**src/rtl/bitserial_add_pkg.sv**
```systemverilog
// Shared types and width helpers for the bit-serial shared adder.
// Optional subtract support is enabled by defining BITSERIAL_ADD_SUB_EN.
package bitserial_add_pkg;

    typedef enum logic [1:0] {
        IDLE  = 2'd0,
        SHIFT = 2'd1,
        DONE  = 2'd2
    } state_t;

    // Requester-ID width: at least one bit even for tiny arbiters.
    function automatic int id_w(input int num_req);
        return (num_req <= 2) ? 1 : $clog2(num_req);
    endfunction

    function automatic int cnt_w(input int width);
        return $clog2(width + 1);
    endfunction

endpackage

```
**src/rtl/bitserial_fa.sv**
```systemverilog
// Serial full adder: two half adders, an OR for carry, and the carry flop.
// preset wins over clear so a subtract can seed carry=1 on load.
module bitserial_fa (
    input  logic clk,
    input  logic rst,
    input  logic clear,
    input  logic preset,
    input  logic en,
    input  logic a_bit,
    input  logic b_bit,
    output logic sum_bit,
    output logic carry
);
    logic w_s0;
    logic w_c0;
    logic w_c1;
    logic r_carry;

    bitserial_ha u_ha0 (.a(a_bit), .b(b_bit),   .sum(w_s0),    .carry(w_c0));
    bitserial_ha u_ha1 (.a(w_s0),  .b(r_carry), .sum(sum_bit), .carry(w_c1));

    always_ff @(posedge clk or posedge rst) begin
        if (rst)         r_carry <= 1'b0;
        else if (preset) r_carry <= 1'b1;
        else if (clear)  r_carry <= 1'b0;
        else if (en)     r_carry <= w_c0 | w_c1;
    end

    assign carry = r_carry;
endmodule

```
**src/rtl/bitserial_ha.sv**
```systemverilog
// Half adder: the building block of the serial full-adder cell.
module bitserial_ha (
    input  logic a,
    input  logic b,
    output logic sum,
    output logic carry
);
    assign sum   = a ^ b;
    assign carry = a & b;
endmodule

```
**src/rtl/bitserial_add_arbiter.sv**
```systemverilog
// Round-robin arbiter sharing one bit-serial adder cell among NUM_REQ requesters.
// Define BITSERIAL_ADD_SUB_EN to add per-requester subtract (req_sub).
module bitserial_add_arbiter
    import bitserial_add_pkg::*;
#(
    parameter  int NUM_REQ = 4,
    parameter  int WIDTH   = 8,
    localparam int ID_W    = id_w(NUM_REQ)
) (
    input  logic                     clk,
    input  logic                     rst,
    input  logic [NUM_REQ-1:0]       req_valid,
    output logic [NUM_REQ-1:0]       req_ready,
    input  logic [NUM_REQ*WIDTH-1:0] req_a,
    input  logic [NUM_REQ*WIDTH-1:0] req_b,
`ifdef BITSERIAL_ADD_SUB_EN
    input  logic [NUM_REQ-1:0]       req_sub,
`endif
    output logic                     res_valid,
    input  logic                     res_ready,
    output logic [WIDTH-1:0]         res_sum,
    output logic                     res_cout,
    output logic [ID_W-1:0]          res_id,
    output state_t                   dbg_state
);
    localparam int CNT_W = cnt_w(WIDTH);

    // Handshakes: a transfer happens on a rising edge where valid and ready are both 1.
    // req_ready is combinational from state and req_valid; res_valid is high only in DONE.

    state_t             r_state;
    state_t             w_state_next;
    logic [WIDTH-1:0]   r_a;
    logic [WIDTH-1:0]   r_b;
    logic [WIDTH-1:0]   r_sum;
    logic [CNT_W-1:0]   r_cnt;
    logic [ID_W-1:0]    r_id;
    logic [ID_W-1:0]    r_rr_ptr;
    logic [ID_W-1:0]    w_grant_idx;
    logic               w_grant_found;
    logic               w_accept;
    logic               w_sub;
    logic               w_sum_bit;
    logic               w_carry;
    logic [WIDTH-1:0]   w_a_sel;
    logic [WIDTH-1:0]   w_b_sel;

    // First valid index at or above rr_ptr, wrapping.
    always_comb begin
        w_grant_found = 1'b0;
        w_grant_idx   = '0;
        for (int k = 0; k < NUM_REQ; k++) begin
            if (!w_grant_found && req_valid[(int'(r_rr_ptr) + k) % NUM_REQ]) begin
                w_grant_found = 1'b1;
                w_grant_idx   = ID_W'((int'(r_rr_ptr) + k) % NUM_REQ);
            end
        end
    end

    assign w_accept = w_grant_found && (r_state == IDLE) && !rst;
    assign w_a_sel  = req_a[int'(w_grant_idx)*WIDTH +: WIDTH];
    assign w_b_sel  = req_b[int'(w_grant_idx)*WIDTH +: WIDTH];

`ifdef BITSERIAL_ADD_SUB_EN
    assign w_sub = req_sub[w_grant_idx];
`else
    assign w_sub = 1'b0;
`endif

    always_ff @(posedge clk or posedge rst) begin
        if (rst) r_state <= IDLE;
        else     r_state <= w_state_next;
    end

    always_comb begin
        w_state_next = r_state;
        req_ready    = '0;
        case (r_state)
            IDLE: begin
                if (w_accept) begin
                    req_ready    = {{(NUM_REQ-1){1'b0}}, 1'b1} << w_grant_idx;
                    w_state_next = SHIFT;
                end
            end
            SHIFT: begin
                if (r_cnt == CNT_W'(WIDTH - 1)) w_state_next = DONE;
            end
            DONE: begin
                if (res_ready) w_state_next = IDLE;
            end
            default: w_state_next = IDLE;
        endcase
    end

    bitserial_fa u_fa (
        .clk     (clk),
        .rst     (rst),
        .clear   (w_accept & ~w_sub),
        .preset  (w_accept & w_sub),
        .en      (r_state == SHIFT),
        .a_bit   (r_a[0]),
        .b_bit   (r_b[0]),
        .sum_bit (w_sum_bit),
        .carry   (w_carry)
    );

    always_ff @(posedge clk or posedge rst) begin
        if (rst) begin
            r_a      <= '0;
            r_b      <= '0;
            r_sum    <= '0;
            r_cnt    <= '0;
            r_id     <= '0;
            r_rr_ptr <= '0;
        end else if (w_accept) begin
            r_a      <= w_a_sel;
            r_b      <= w_sub ? ~w_b_sel : w_b_sel;
            r_cnt    <= '0;
            r_id     <= w_grant_idx;
            r_rr_ptr <= (w_grant_idx == ID_W'(NUM_REQ - 1)) ? '0 : w_grant_idx + 1'b1;
        end else if (r_state == SHIFT) begin
            // LSB-first: each new sum bit enters at the MSB and settles into place after WIDTH shifts.
            r_a   <= r_a >> 1;
            r_b   <= r_b >> 1;
            r_sum <= {w_sum_bit, r_sum[WIDTH-1:1]};
            r_cnt <= r_cnt + 1'b1;
        end
    end

    assign res_valid = (r_state == DONE);
    assign res_sum   = r_sum;
    assign res_cout  = w_carry;
    assign res_id    = r_id;
    assign dbg_state = r_state;
endmodule

```
**config.mk**
```make
export PLATFORM = sky130hd
export DESIGN_NAME = bitserial_add_arbiter
export DESIGN_NICKNAME = d
export VERILOG_FILES = /design/src/rtl/bitserial_add_pkg.sv /design/src/rtl/bitserial_fa.sv /design/src/rtl/bitserial_ha.sv /design/src/rtl/bitserial_add_arbiter.sv
export SDC_FILE = /design/constraint.sdc
export NUM_CORES = 1
export LEC_CHECK = 0
export ABC_AREA = 1
export BUFFER_PORTS_ARGS = -buffer_cell sky130_fd_sc_hd__buf_2
export CORE_UTILIZATION = 25
export DETAILED_ROUTE_END_ITERATION = 6
export PLACE_DENSITY_LB_ADDON = 0.12
export SYNTH_ARGS = -nofsm -noshare
export SYNTH_HDL_FRONTEND = slang
export SYNTH_SLANG_ARGS = --single-unit
```
**constraint.sdc**
```tcl
create_clock -name clk -period 2.1 [get_ports clk]
set_input_delay 0.105 -clock clk [delete_from_list [all_inputs] [get_ports clk]]
set_output_delay 0.105 -clock clk [all_outputs]
set_load 0.005 [all_outputs]
```
Word-level counts from Yosys, hierarchy flattened
Index checks and enable logic that the tools add are counted.
{"block": "totals", "regBits": 35, "inputBits": 71, "output_inout_bits": 18}
{"block": "classes", "addsub": 5, "magnitude_cmp": 4, "n_eq_ne": 7, "shift": 3, "n_mux": 34, "bitwise": 9, "reduce_logical": 16}
{"op": "$shiftx 32x6->8", "n": 2}
{"op": "$mux 8", "n": 4}
{"op": "$mux 2", "n": 8}
{"op": "$mux 4", "n": 4}
{"op": "$mux 1", "n": 13}
{"op": "$lt 3x4->1 const B", "n": 3}
{"op": "$bmux 1 s2", "n": 4}
{"op": "$pmux 2 s3", "n": 1}
{"op": "$reduce_or 2->1", "n": 3}
{"op": "$logic_and 1x1->1", "n": 5}
{"op": "$add 2x1->2 const B", "n": 2}
{"op": "$add 2x2->2 const B", "n": 2}
{"op": "$add 4x1->4 const B", "n": 1}
{"op": "$eq 2x2->1 const B", "n": 2}
{"op": "$eq 4x3->1 const B", "n": 1}
{"op": "$logic_not 1->1", "n": 4}
{"op": "$ne 2x1->1 const B", "n": 2}
{"op": "$shl 1x2->4 const A", "n": 1}
{"op": "$and 1x1->1 const A", "n": 3}
{"op": "$lt 2x3->1 const B", "n": 1}
{"op": "$reduce_and 3->1", "n": 1}
{"op": "$and 1x1->1", "n": 2}
{"op": "$eq 2x1->1 const B", "n": 1}
{"op": "$logic_not 2->1", "n": 1}
{"op": "6 further kinds", "n": 7}

Depth between registers and ports, before layout
Gate-level depths: netlist (run 1).
{"block": "depth", "ltp_word": 18, "depth_mapped": 16, "mapped_depth_nobuf": 15}

By module
A second synthesis (run 1) with hierarchy kept.
{"block": "unflattened", "cells_unflattened": 425, "hier_area_um2": 2626.3}
{"module": "bitserial_add_arbiter", "instances": 1, "cells_each": 414, "area_each_um2": 2546.2}
{"module": "bitserial_fa", "instances": 1, "cells_each": 9, "area_each_um2": 55.1}
{"module": "bitserial_ha", "instances": 2, "cells_each": 1, "area_each_um2": 12.5}

Worst setup path before layout (run 1)
Ideal clock, no wire load.
{"block": "synth_timing", "path_type": "register to register", "from": "register r_rr_ptr[0]", "to": "register r_a[0]", "setup_ns": 0.119, "arrival_ns": 1.709, "slack_ns": 0.272, "stages_incl_launch_ff": 15, "path_buffers": 2, "synth_period_minus_slack_ns": 1.828, "path_cell_list": "dfrtp_1 buf_6 inv_4 nand2_1 nand2_2 nor2_2 nor2_1 nand3_4 nand2_4 inv_4 nor2_8 inv_2 buf_4 nand2_1 nand2_1"}
{"block": "synth_via", "elab_chain_cells": 15, "elab_cells_between_ends": 33, "classes_between": "3 x add/sub; 1 x shift; 20 x mux; 9 x reduce/logical"}
{"element": "start: declaration", "line": "bitserial_add_arbiter.sv:38", "rtl": "logic [ID_W-1:0] r_rr_ptr;"}
{"element": "start signal: assignment", "line": "bitserial_add_arbiter.sv:120", "rtl": "r_rr_ptr <= (w_grant_idx == ID_W'(NUM_REQ - 1)) ? '0 : w_grant_idx + 1'b1;"}
{"element": "branches (longest 15 deep; another with $add 2x1->2)"}
{"element": "end signal: assignment", "line": "bitserial_add_arbiter.sv:116", "rtl": "r_a <= w_a_sel;"}
{"element": "end signal: assignment", "line": "bitserial_add_arbiter.sv:123", "rtl": "r_a <= r_a >> 1;"}
{"element": "end: declaration", "line": "bitserial_add_arbiter.sv:33", "rtl": "logic [WIDTH-1:0] r_a;"}
Parallel ways; which one is timed is not known. The select of a mux whose other input is x is not followed.
A chain may end at the register's enable or synchronous reset.

Final worst setup path (run 1)
{"block": "layout_timing", "from": "register r_rr_ptr[0]", "to": "output req_ready[2]"}
{"block": "layout_via", "elab_chain_cells": 16, "elab_cells_between_ends": 33, "classes_between": "3 x add/sub; 1 x shift; 21 x mux; 8 x reduce/logical"}
{"element": "$add 2x1->2 or $bmux 1 s2 (tied branches)", "line": "bitserial_add_arbiter.sv:53, bitserial_add_arbiter.sv:55"}
{"element": "$bmux 1 s2 or $mux 1 (tied branches)", "line": "bitserial_add_arbiter.sv:53", "rtl": "if (!w_grant_found && req_valid[(int'(r_rr_ptr) + k) % NUM_REQ]) begin"}
{"element": "$mux 1 (implied by the code)", "line": "bitserial_add_arbiter.sv:53"}
{"element": "$mux 1 (implied by the code) or $logic_not 1->1 (tied branches)", "line": "bitserial_add_arbiter.sv:53"}
{"element": "$logic_and 1x1->1", "line": "bitserial_add_arbiter.sv:53"}
{"element": "$mux 1", "line": "bitserial_add_arbiter.sv:53"}
{"element": "$logic_not 1->1", "line": "bitserial_add_arbiter.sv:53"}
{"element": "$logic_and 1x1->1", "line": "bitserial_add_arbiter.sv:53"}
{"element": "$mux 1", "line": "bitserial_add_arbiter.sv:53"}
{"element": "$logic_not 1->1", "line": "bitserial_add_arbiter.sv:53"}
{"element": "$logic_and 1x1->1", "line": "bitserial_add_arbiter.sv:53"}
{"element": "$mux 1", "line": "bitserial_add_arbiter.sv:53"}
{"element": "$logic_and 1x1->1 (2 in a row)", "line": "bitserial_add_arbiter.sv:60", "rtl": "assign w_accept = w_grant_found && (r_state == IDLE) && !rst;"}
{"element": "$mux 4 *", "line": "bitserial_add_arbiter.sv:80", "rtl": "if (w_accept) begin"}
{"element": "$mux 4 *", "line": "bitserial_add_arbiter.sv:78", "rtl": "case (r_state)"}
{"element": "end: declaration", "line": "bitserial_add_arbiter.sv:13", "rtl": "output logic [NUM_REQ-1:0] req_ready,"}
Mark *: on every way between the ends. The rest lies on a longest branch, timed or not. The select of a mux whose other input is x is not followed.

==> results.ini, run 1 <==
[synth]
synth-seq-cells=35
ys_seq_area_share_pct=33.0
synth_edf_count=0
synth.distinct_cells=31
synth.largest_area_cell=dfrtp_1
netlist_top_cells_area=dfrtp_1 (33%), nand2_1 (25%), inv_1 (9.1%), nand3_1 (6.4%), nor2_1 (5.5%)
async_flop_share_pct=100
netlist_area_mm2=0.00265
syn-mean-instance-area_um2=6.24
syn-num-nets=499
synth_flop_cell=dfrtp_1
synth_warnings=0
synthCells=425
yosys.area.top_type_share_pct=33.0

[final_layout]
area_growth_pct=54.5
final_cell_count_no_fill=691
fin_area_mm2=0.00410
fill_cells=1095
diodes=0
final_nets=628
seqCellArea_um2=878
final_common_cell=nand2_1
multi_input_area_mm2=0.00173
layout_common_cells=nand2_1 (144), buf_2 (88), inv_1 (58)
drive_above_1_share_pct=41.3

[setup_path]
critPathRequiredTime_ps=2000
crit_path_frequent_cell=nand2_2
cp_max_fo=6
cp-start-kind=flop
cp_top_family=simple AND/OR/NAND/NOR gates
worstPathCellList=clkinvlp_4 -> nand2_2 -> nand2_2 -> nand2_2 -> nand2_4 -> nand4_1 -> nand2_2 -> nor2_4 -> nor2_4 -> buf_12 -> inv_4 -> nor2_4 -> buf_2
critPathBufInv=4
reg2reg_slack_ps=-20
critical_path_class=flop to primary output
r2r-start=r_rr_ptr[0]$_DFFE_PP0N_
r2r_cells=15
path_depth=13
crit_path_end_kind=primary output
cpPeakStageDelay_ps=490
cp.arrival_ps=2100
crit_path_top_delay_cell=dfrtp_2
reg2reg_to=r_b[0]$_DFFE_PP0P_

[clock_network]
clock-sinks=35
cts_tree=yes
cts_max_level=2
path_clk_slew_ps=80
cts-buffers-inserted=5
cts_root_buf=clkbuf_8
clk_latency_ps=280
cts_buffer_depth=2

[status]
violations=negative setup slack
outcome=finished, violations left

[global_routing]
grt_max_degree=36
grt_pass1_wl_um=15000
grt_overflow=0
grt_usage_pct=17.2
antenna_found_initial=0
grt_pass1_vias=3140

[sta]
rsz0062_at_grt=yes
finalCritPeriodShare_pct=105
setup_viol=11
period_needed_ps=2210
slew_violations=0
layout_setup_ws_ps=-108
fmax_ghz=0.453
worst_pin_slew_ps=476
slew_headroom_pct=68.3
skew_ps=3.11
hold_viol=0

[min_path]
holdPathStages=3
hold_start=req_b[31]
min_to=r_b[7]$_DFFE_PP0P_
hp-class=input port to flop

[drt]
drt_iter0_drc=87
drc=0
viasPerCell=4.42
vias=3054
detail-route-antenna-nets=0
drt_pass1_iterations=4
drt_wl_total_um=9100
routedWlPerCell_um=13.2

[die]
fp.dieArea_mm2=0.0110
placementRows=37
core_mm2=0.0103
initial_utilization_pct=25.7
ios=89
die_width_um=105
die_y_um=105

[place]
dpl.hpwl_um=6240
gp_congestion=0.791
place_area_mm2=0.00333
port_buffers=88
dp.cells=652

[flow_run]
maxCapViolations=0

[power]
power.density_mw_per_mm2=1610
vdd.ir_drop.worst_mv=0.510
p_leak_nw=2.37

worst min-delay path, cell delays in order:
cell and delay (ps):
buf_2 80, o211ai_1 90, nand3_1 70
per-stage QoR:
step	utilization, %	setup TNS [ps]	hold slack [ps]	total power [mW]	worst slack (ps)
after global placement	32.2	-29.9	268	4.56	-29.9
after CTS	38.1	-253	90.3	6.30	-43.2
after detailed placement	32.2	-348	268	4.58	-31.4
after global routing	39.7	-2240	97.1	7.22	-190
final	39.7	-437	87.6	6.60	-108
after floorplan	-	0	259	3.48	272
final cells by class:
| type | instances | area share (%) |
|---|---|---|
| Timing Repair Buffer | 136 | 21.6 |
| Multi-Input combinational cell | 305 | 42.2 |
| Sequential cell | 35 | 21.4 |
| Timing Repair inverter | 1 | 0.183 |
| Clock inverter | 3 | 1.65 |
| Tap cell | 136 | 4.15 |
| Inverter | 70 | 7.08 |
| Clock buffer | 5 | 1.68 |
report_power, final:
group / switching, mW / internal (mW) / leakage (nW)
Combinational: 2.75 / 1.94 / 1.86
Sequential: 0.208 / 0.968 / 0.446
Clock: 0.264 / 0.474 / 0.0644
worst max-delay path by stage:
stage / from / to / slack [ps]
final: r_rr_ptr[0]$_DFFE_PP0N_ / req_ready[2] / -110
after detailed placement: r_rr_ptr[0]$_DFFE_PP0N_ / r_a[3]$_DFFE_PP0P_ / -30
after CTS: r_rr_ptr[0]$_DFFE_PP0N_ / req_ready[0] / -40
after global routing: r_rr_ptr[0]$_DFFE_PP0N_ / req_ready[3] / -190
after global placement: r_rr_ptr[0]$_DFFE_PP0N_ / req_ready[3] / -30
after floorplan: r_rr_ptr[0]$_DFFE_PP0N_ / r_a[0]$_DFFE_PP0P_ / 270
state kept, by name (all words and copies together), names as in the netlist:
signal,flops
r_cnt,4
res_sum,8
r_rr_ptr,2
r_b,8
res_id,2
dbg_state,2
r_a,8
u_fa.carry,1
metal layers:
metal,global-route usage [%],vias up,part of all wire (%)
met1,20.9,1402,44
met3,2.74,8,4.0
met2,31.1,83,51
met4,4.83,0,1.1
met5,0,-,0
li1,-,1561,-
logic make-up (layout without fill, tap and decap cells):
family	count (synthesis)	count (layout)	share of synthesized area, %
and+or+nand+nor	290	290	48.3
buffers and inverters	85	215	13.7
DFF	35	35	33.0
AOI/OAI and AO/OA	10	10	2.64
adders and majority gates	3	3	1.70
xor gates and xnor gates	2	2	0.660
synth_stat cells (2+ instances only):
| cell type | count |
|---|---|
| buf_4 | 5 |
| nor2_2 | 2 |
| clkbuf_1 | 2 |
| buf_6 | 2 |
| nand4_1 | 23 |
| inv_1 | 64 |
| buf_2 | 5 |
| xor2_1 | 2 |
| nand3_1 | 34 |
| nand2_2 | 5 |
| ha_1 | 2 |
| dfrtp_1 | 35 |
| nand2_1 | 177 |
| nor2_4 | 3 |
| nor2_1 | 39 |
| o21ai_0 | 4 |
| nand3_2 | 2 |
| o211ai_1 | 2 |
| inv_2 | 3 |
| inv_4 | 2 |
| nor3_1 | 2 |
timing repair:
action / CTS / global route
gates cloned: 1 / 1
pin swaps: 32 / 20
gates resized for setup: 76 / 33
hold buffers: 1 / 0
buffers inserted: 25 / 3
endpoints found under the setup margin: 19 / 22
hold endpoints to repair: 35 / 0
No activity file was read; power rests on OpenSTA's default activity.
==> run 2, diff against run 1 <==
==> constraint.sdc (replaced) <==
create_clock -name clk -period 2.1 [get_ports clk]
set_input_delay 0 -clock clk [delete_from_list [all_inputs] [get_ports clk]]
set_output_delay 0 -clock clk [all_outputs]
set_load 0.005 [all_outputs]
==> results.ini, run 2 (same netlist as run 1, synthesis figures left out) <==
[status]
outcome=completed

[final_layout]
final_common_cell=nand2_1
final_nets=620
drive_above_1_share_pct=38.9
layout_common_cells=nand2_1 (151), buf_2 (88), inv_1 (60)
area_growth_pct=49.3
fill_cells=1150
final_cell_count_no_fill=683
final_util_pct=38.4
diodes=0
fin_area_mm2=0.00396

[drt]
wl_met1_um=3830
routedWlPerCell_um=12.6
drt_pass1_iterations=6
dr_wl_met2_um=4250
wl_met3_um=325
drt_iter0_drc=72
routed.top_layer=met4
viasPerCell=4.43
detail-route-antenna-nets=0
vias=3027
drt_wl_total_um=8590
drc=0

[sta]
setup_viol=0
worst_pin_slew_ps=470
skew_ps=8.50
period_needed_ps=2080
hold_viol=0
slew_violations=0
finalCritPeriodShare_pct=99.2
fmax_ghz=0.480
slew_headroom_pct=68.6
fin_hold_ws_ps=10.8
rsz0062_at_grt=yes
layout_setup_ws_ps=16.5

[place]
gp_congestion=0.778
dpl.hpwl_um=6410
port_buffers=88
dp.cells=660
place_ws_ps=-56.5
place_area_mm2=0.00340

[die]
placementRows=37
die_y_um=105
initial_utilization_pct=25.7
fp.dieArea_mm2=0.0110
ios=89
die_width_um=105
core_mm2=0.0103

[setup_path]
critPathRequiredTime_ps=2100
cp.arrival_ps=2080
r2r-start=r_rr_ptr[0]$_DFFE_PP0N_
cp_max_fo=7
crit_path_top_delay_cell=dfrtp_2
critical_path_class=flop to primary output
cp-start-kind=flop
critPathLaunch=r_rr_ptr[0]$_DFFE_PP0N_
worstPathCellList=clkinvlp_4 -> nand2_2 -> nand2_2 -> nand2_4 -> nand2_4 -> nand4_1 -> nand2_2 -> nor2_4 -> nor2_4 -> buf_12 -> inv_2 -> nor2_2 -> buf_2
cpPeakStageDelay_ps=490
crit_path_frequent_cell=nand2_2
crit_path_end_kind=primary output

[clock_network]
cts_max_level=2
cts-buffers-inserted=5
cts_buffer_depth=2
path_clk_slew_ps=80
cts_root_buf=clkbuf_8
clk_latency_ps=290
cts_tree=yes
clock-sinks=35

[global_routing]
grt_max_degree=36
antenna_found_initial=0
grt_overflow=0
grt_pass1_wl_um=13900
grt_usage_pct=15.9
grt_pass1_vias=2933

[min_path]
hp-class=input port to flop
hold_start=req_a[10]

[flow_run]
maxCapViolations=0

[power]
vdd.ir_drop.worst_mv=0.486
power.density_mw_per_mm2=1570
p_leak_nw=2.31

-- run 2: cell types whose count changed in the layout (fill, tap and decap cells not counted), sizes merged --
| cell | before | now |
|---|---|---|
| buf | 135 | 126 |
| clkinv | 2 | 1 |
| dlygate4sd3 | 1 | 2 |
| inv | 68 | 69 |
-- run 2: metrics by stage --
stage,power [mW],setup TNS (ps)
after floorplan,3.48,0
after global placement,4.73,-166
after detailed placement,4.73,-250
after CTS,5.70,0
after global routing,6.81,-1070
final,6.21,0
-- run 2: metal layers --
metal	GRT usage, %	vias to the layer above
met5	0	-
met2	28.4	67
met1	19.5	1403
met4	4.73	0
li1	-	1544
met3	2.50	13
-- run 2: critical path: cells and delay by family, from the launching register on --
family | cells | cell delay, ps
flip-flops | 1 | 490
buffers and inverters | 4 | 420
AND/OR/NAND/NOR | 9 | 900
-- run 2: final timing paths --
path / depth (start not counted) / end / slack, ps
max in group asynchronous: 4 / r_rr_ptr[0]$_DFFE_PP0N_ / 1380
hold / removal: 5 / r_a[2]$_DFFE_PP0P_ / 10
setup reg to reg: 16 / r_b[6]$_DFFE_PP0P_ / 60
setup / recovery: 13 / req_ready[2] / 20
hold reg to reg: 2 / res_sum[0]$_DFFE_PP0P_ / 470
min in group asynchronous: 4 / r_cnt[1]$_DFFE_PP0P_ / 370
-- run 2: what timing repair did --
action | CTS | global route
endpoints found under the setup margin | 11 | 20
pin swaps | 3 | 39
resized for setup | 16 | 72
hold endpoints to repair | 36 | 0
hold buffers | 2 | 0
buffers inserted | 4 | 10
gates cloned | 0 | 1
-- run 2: area by class of cell --
| cell class | instances | area, um^2 | area share (%) |
|---|---|---|---|
| inverter | 70 | 278 | 7.01 |
| clock inverter | 3 | 67.6 | 1.71 |
| timing repair inverter | 1 | 7.51 | 0.189 |
| clock buffer | 5 | 68.8 | 1.74 |
| sequential | 35 | 878 | 22.2 |
| tap | 136 | 170 | 4.29 |
| multi-input combinational | 305 | 1700 | 42.8 |
| timing repair buffer | 128 | 797 | 20.1 |
-- run 2: where the power goes --
part | internal (mW) | switching, mW | total, mW
Combinational | 1.70 | 2.59 | 4.30
Sequential | 0.968 | 0.205 | 1.17
Clock | 0.474 | 0.271 | 0.745
Total | 3.14 | 3.07 | 6.21
==> run 3, diff against run 2 <==
--- a/constraint.sdc
+++ b/constraint.sdc
@@ -3,2 +3,2 @@
 set_output_delay 0 -clock clk [all_outputs]
-set_load 0.005 [all_outputs]
+set_load 0.05 [all_outputs]
==> results.ini, run 3 (same netlist as run 1, synthesis figures left out) <==
[clock_network]
cts_root_buf=clkbuf_8
cts-buffers-inserted=5
clk_latency_ps=290
cts_tree=yes
clock-sinks=35
path_clk_slew_ps=80
cts_max_level=2
cts_buffer_depth=2

[sta]
layout_setup_ws_ps=28.3
hold_viol=0
fmax_ghz=0.483
finalCritPeriodShare_pct=98.7
period_needed_ps=2070
slew_headroom_pct=67.9
skew_ps=3.69
setup_viol=0
rsz0062_at_grt=yes
slew_violations=0
worst_pin_slew_ps=481

[global_routing]
grt_overflow=0
grt_usage_pct=15.9
grt_pass1_vias=2885
antenna_found_initial=0
grt_max_degree=36
grt_pass1_wl_um=13900

[drt]
drt_pass1_iterations=4
viasPerCell=4.38
drc=0
detail-route-antenna-nets=0
drt_wl_total_um=8640
drt_iter0_drc=87
vias=2980
routedWlPerCell_um=12.7

[flow_run]
maxCapViolations=0

[final_layout]
final_common_cell=nand2_1
fill_cells=1170
drive_above_1_share_pct=34.4
diodes=0
area_growth_pct=43.9
final_nets=617
layout_common_cells=nand2_1 (163), buf_2 (84), inv_1 (60)

[die]
die_y_um=105
initial_utilization_pct=25.7
ios=89
core_mm2=0.0103
die_width_um=105
placementRows=37
fp.dieArea_mm2=0.0110

[setup_path]
critical_path_class=flop to primary output
cp.arrival_ps=2070
cp-start-kind=flop
cp_max_fo=5
critPathRequiredTime_ps=2100
crit_path_end_kind=primary output

[power]
p_leak_nw=2.25
total_power_mw=6.34
power.density_mw_per_mm2=1660
vdd.ir_drop.worst_mv=0.569

[place]
dpl.hpwl_um=6290
port_buffers=88
place_ws_ps=-61.7
gp_congestion=0.766

[min_path]
hp-class=input port to flop

[status]
outcome=completed

run 3: changes by cell type in the layout (fill, tap and decap cells not counted), moves of 4 or more:
cell,before,now
nand3_1,16,25
nand2_1,151,163
nand2_2,21,15
buf_2,88,84
nand2_4,11,4
nand3_2,16,10
run 3: layout make-up:
cell class	count	area, um^2	share of cell area (%)
clock buffers	5	68.8	1.80
multi-input cells	305	1580	41.4
repair buffers	126	827	21.7
flip-flops and latches	35	878	23.0
clock inverters	3	15.0	0.393
well taps	136	170	4.45
inverters	70	278	7.27
run 3: through the flow:
| stage | area (um^2) | cells | hold slack [ps] | util (%) | TNS (ps) |
|---|---|---|---|---|---|
| 2_1_floorplan | 2660 | 425 | 154 | - | 0 |
| 3_3_place_gp | 3350 | 653 | 160 | 32.5 | -56.2 |
| 3_5_place_dp | 3350 | 653 | 152 | 32.5 | -416 |
| 4_1_cts | 3650 | 674 | 0.696 | 35.4 | 0 |
| 5_1_grt | 3820 | 680 | 25.7 | 37.0 | -966 |
| 6_report | 3820 | 680 | 7.57 | 37.0 | 0 |
run 3: path summary, 6_finish.rpt:
kind / from / end / slack, ps / cells past startpoint
worst max-delay path: r_rr_ptr[0]$_DFFE_PP0N_ / req_ready[3] / 30 / 14
worst min-delay path: req_b[14] / r_b[6]$_DFFE_PP0P_ / 8 / 5
worst max register to register: r_rr_ptr[0]$_DFFE_PP0N_ / r_a[3]$_DFFE_PP0P_ / 70 / 16
worst min register to register: res_sum[0]$_DFFE_PP0P_ / res_sum[0]$_DFFE_PP0P_ / 470 / 2
max in group asynchronous: rst / r_rr_ptr[0]$_DFFE_PP0N_ / 1360 / 4
min in group asynchronous: rst / dbg_state[1]$_DFFE_PP0P_ / 390 / 4
run 3: repair_timing:
item                                   CTS  global route
resized for setup                       30            32
setup endpoints to repair               19            21
hold buffers                             3             0
pin swaps                                5            17
buffers inserted                        10             6
endpoints found under the hold margin   37             0
run 3: report_power, final:
part           internal [mW]  switching (mW)  total [mW]  leakage (nW)
clock                  0.228           0.269       0.497        0.0477
combinational           1.74            2.94        4.68          1.75
sequential             0.968           0.195        1.16         0.446
run 3: worst max-delay path: stages (launching register included):
cell and delay, ps:
dfrtp_2 460, buf_6 140, nand2_4 70, nand2_4 70
nand2_2 70, nand2_2 70, nand2_2 90, nand2_1 70
nand2_2 110, nand3_4 120, inv_4 90, ha_4 130
inv_2 40, nor2_4 90, buf_6 160
run 3: per-layer routing:
metal	vias up	share of wire [%]	global-route usage [%]	wire (um)
met2	68	50	28.7	4350
met1	1368	45	20.0	3900
met3	8	3.5	2.56	306
li1	1536	-	-	-
met5	-	0	0	0
met4	0	0.91	3.02	79
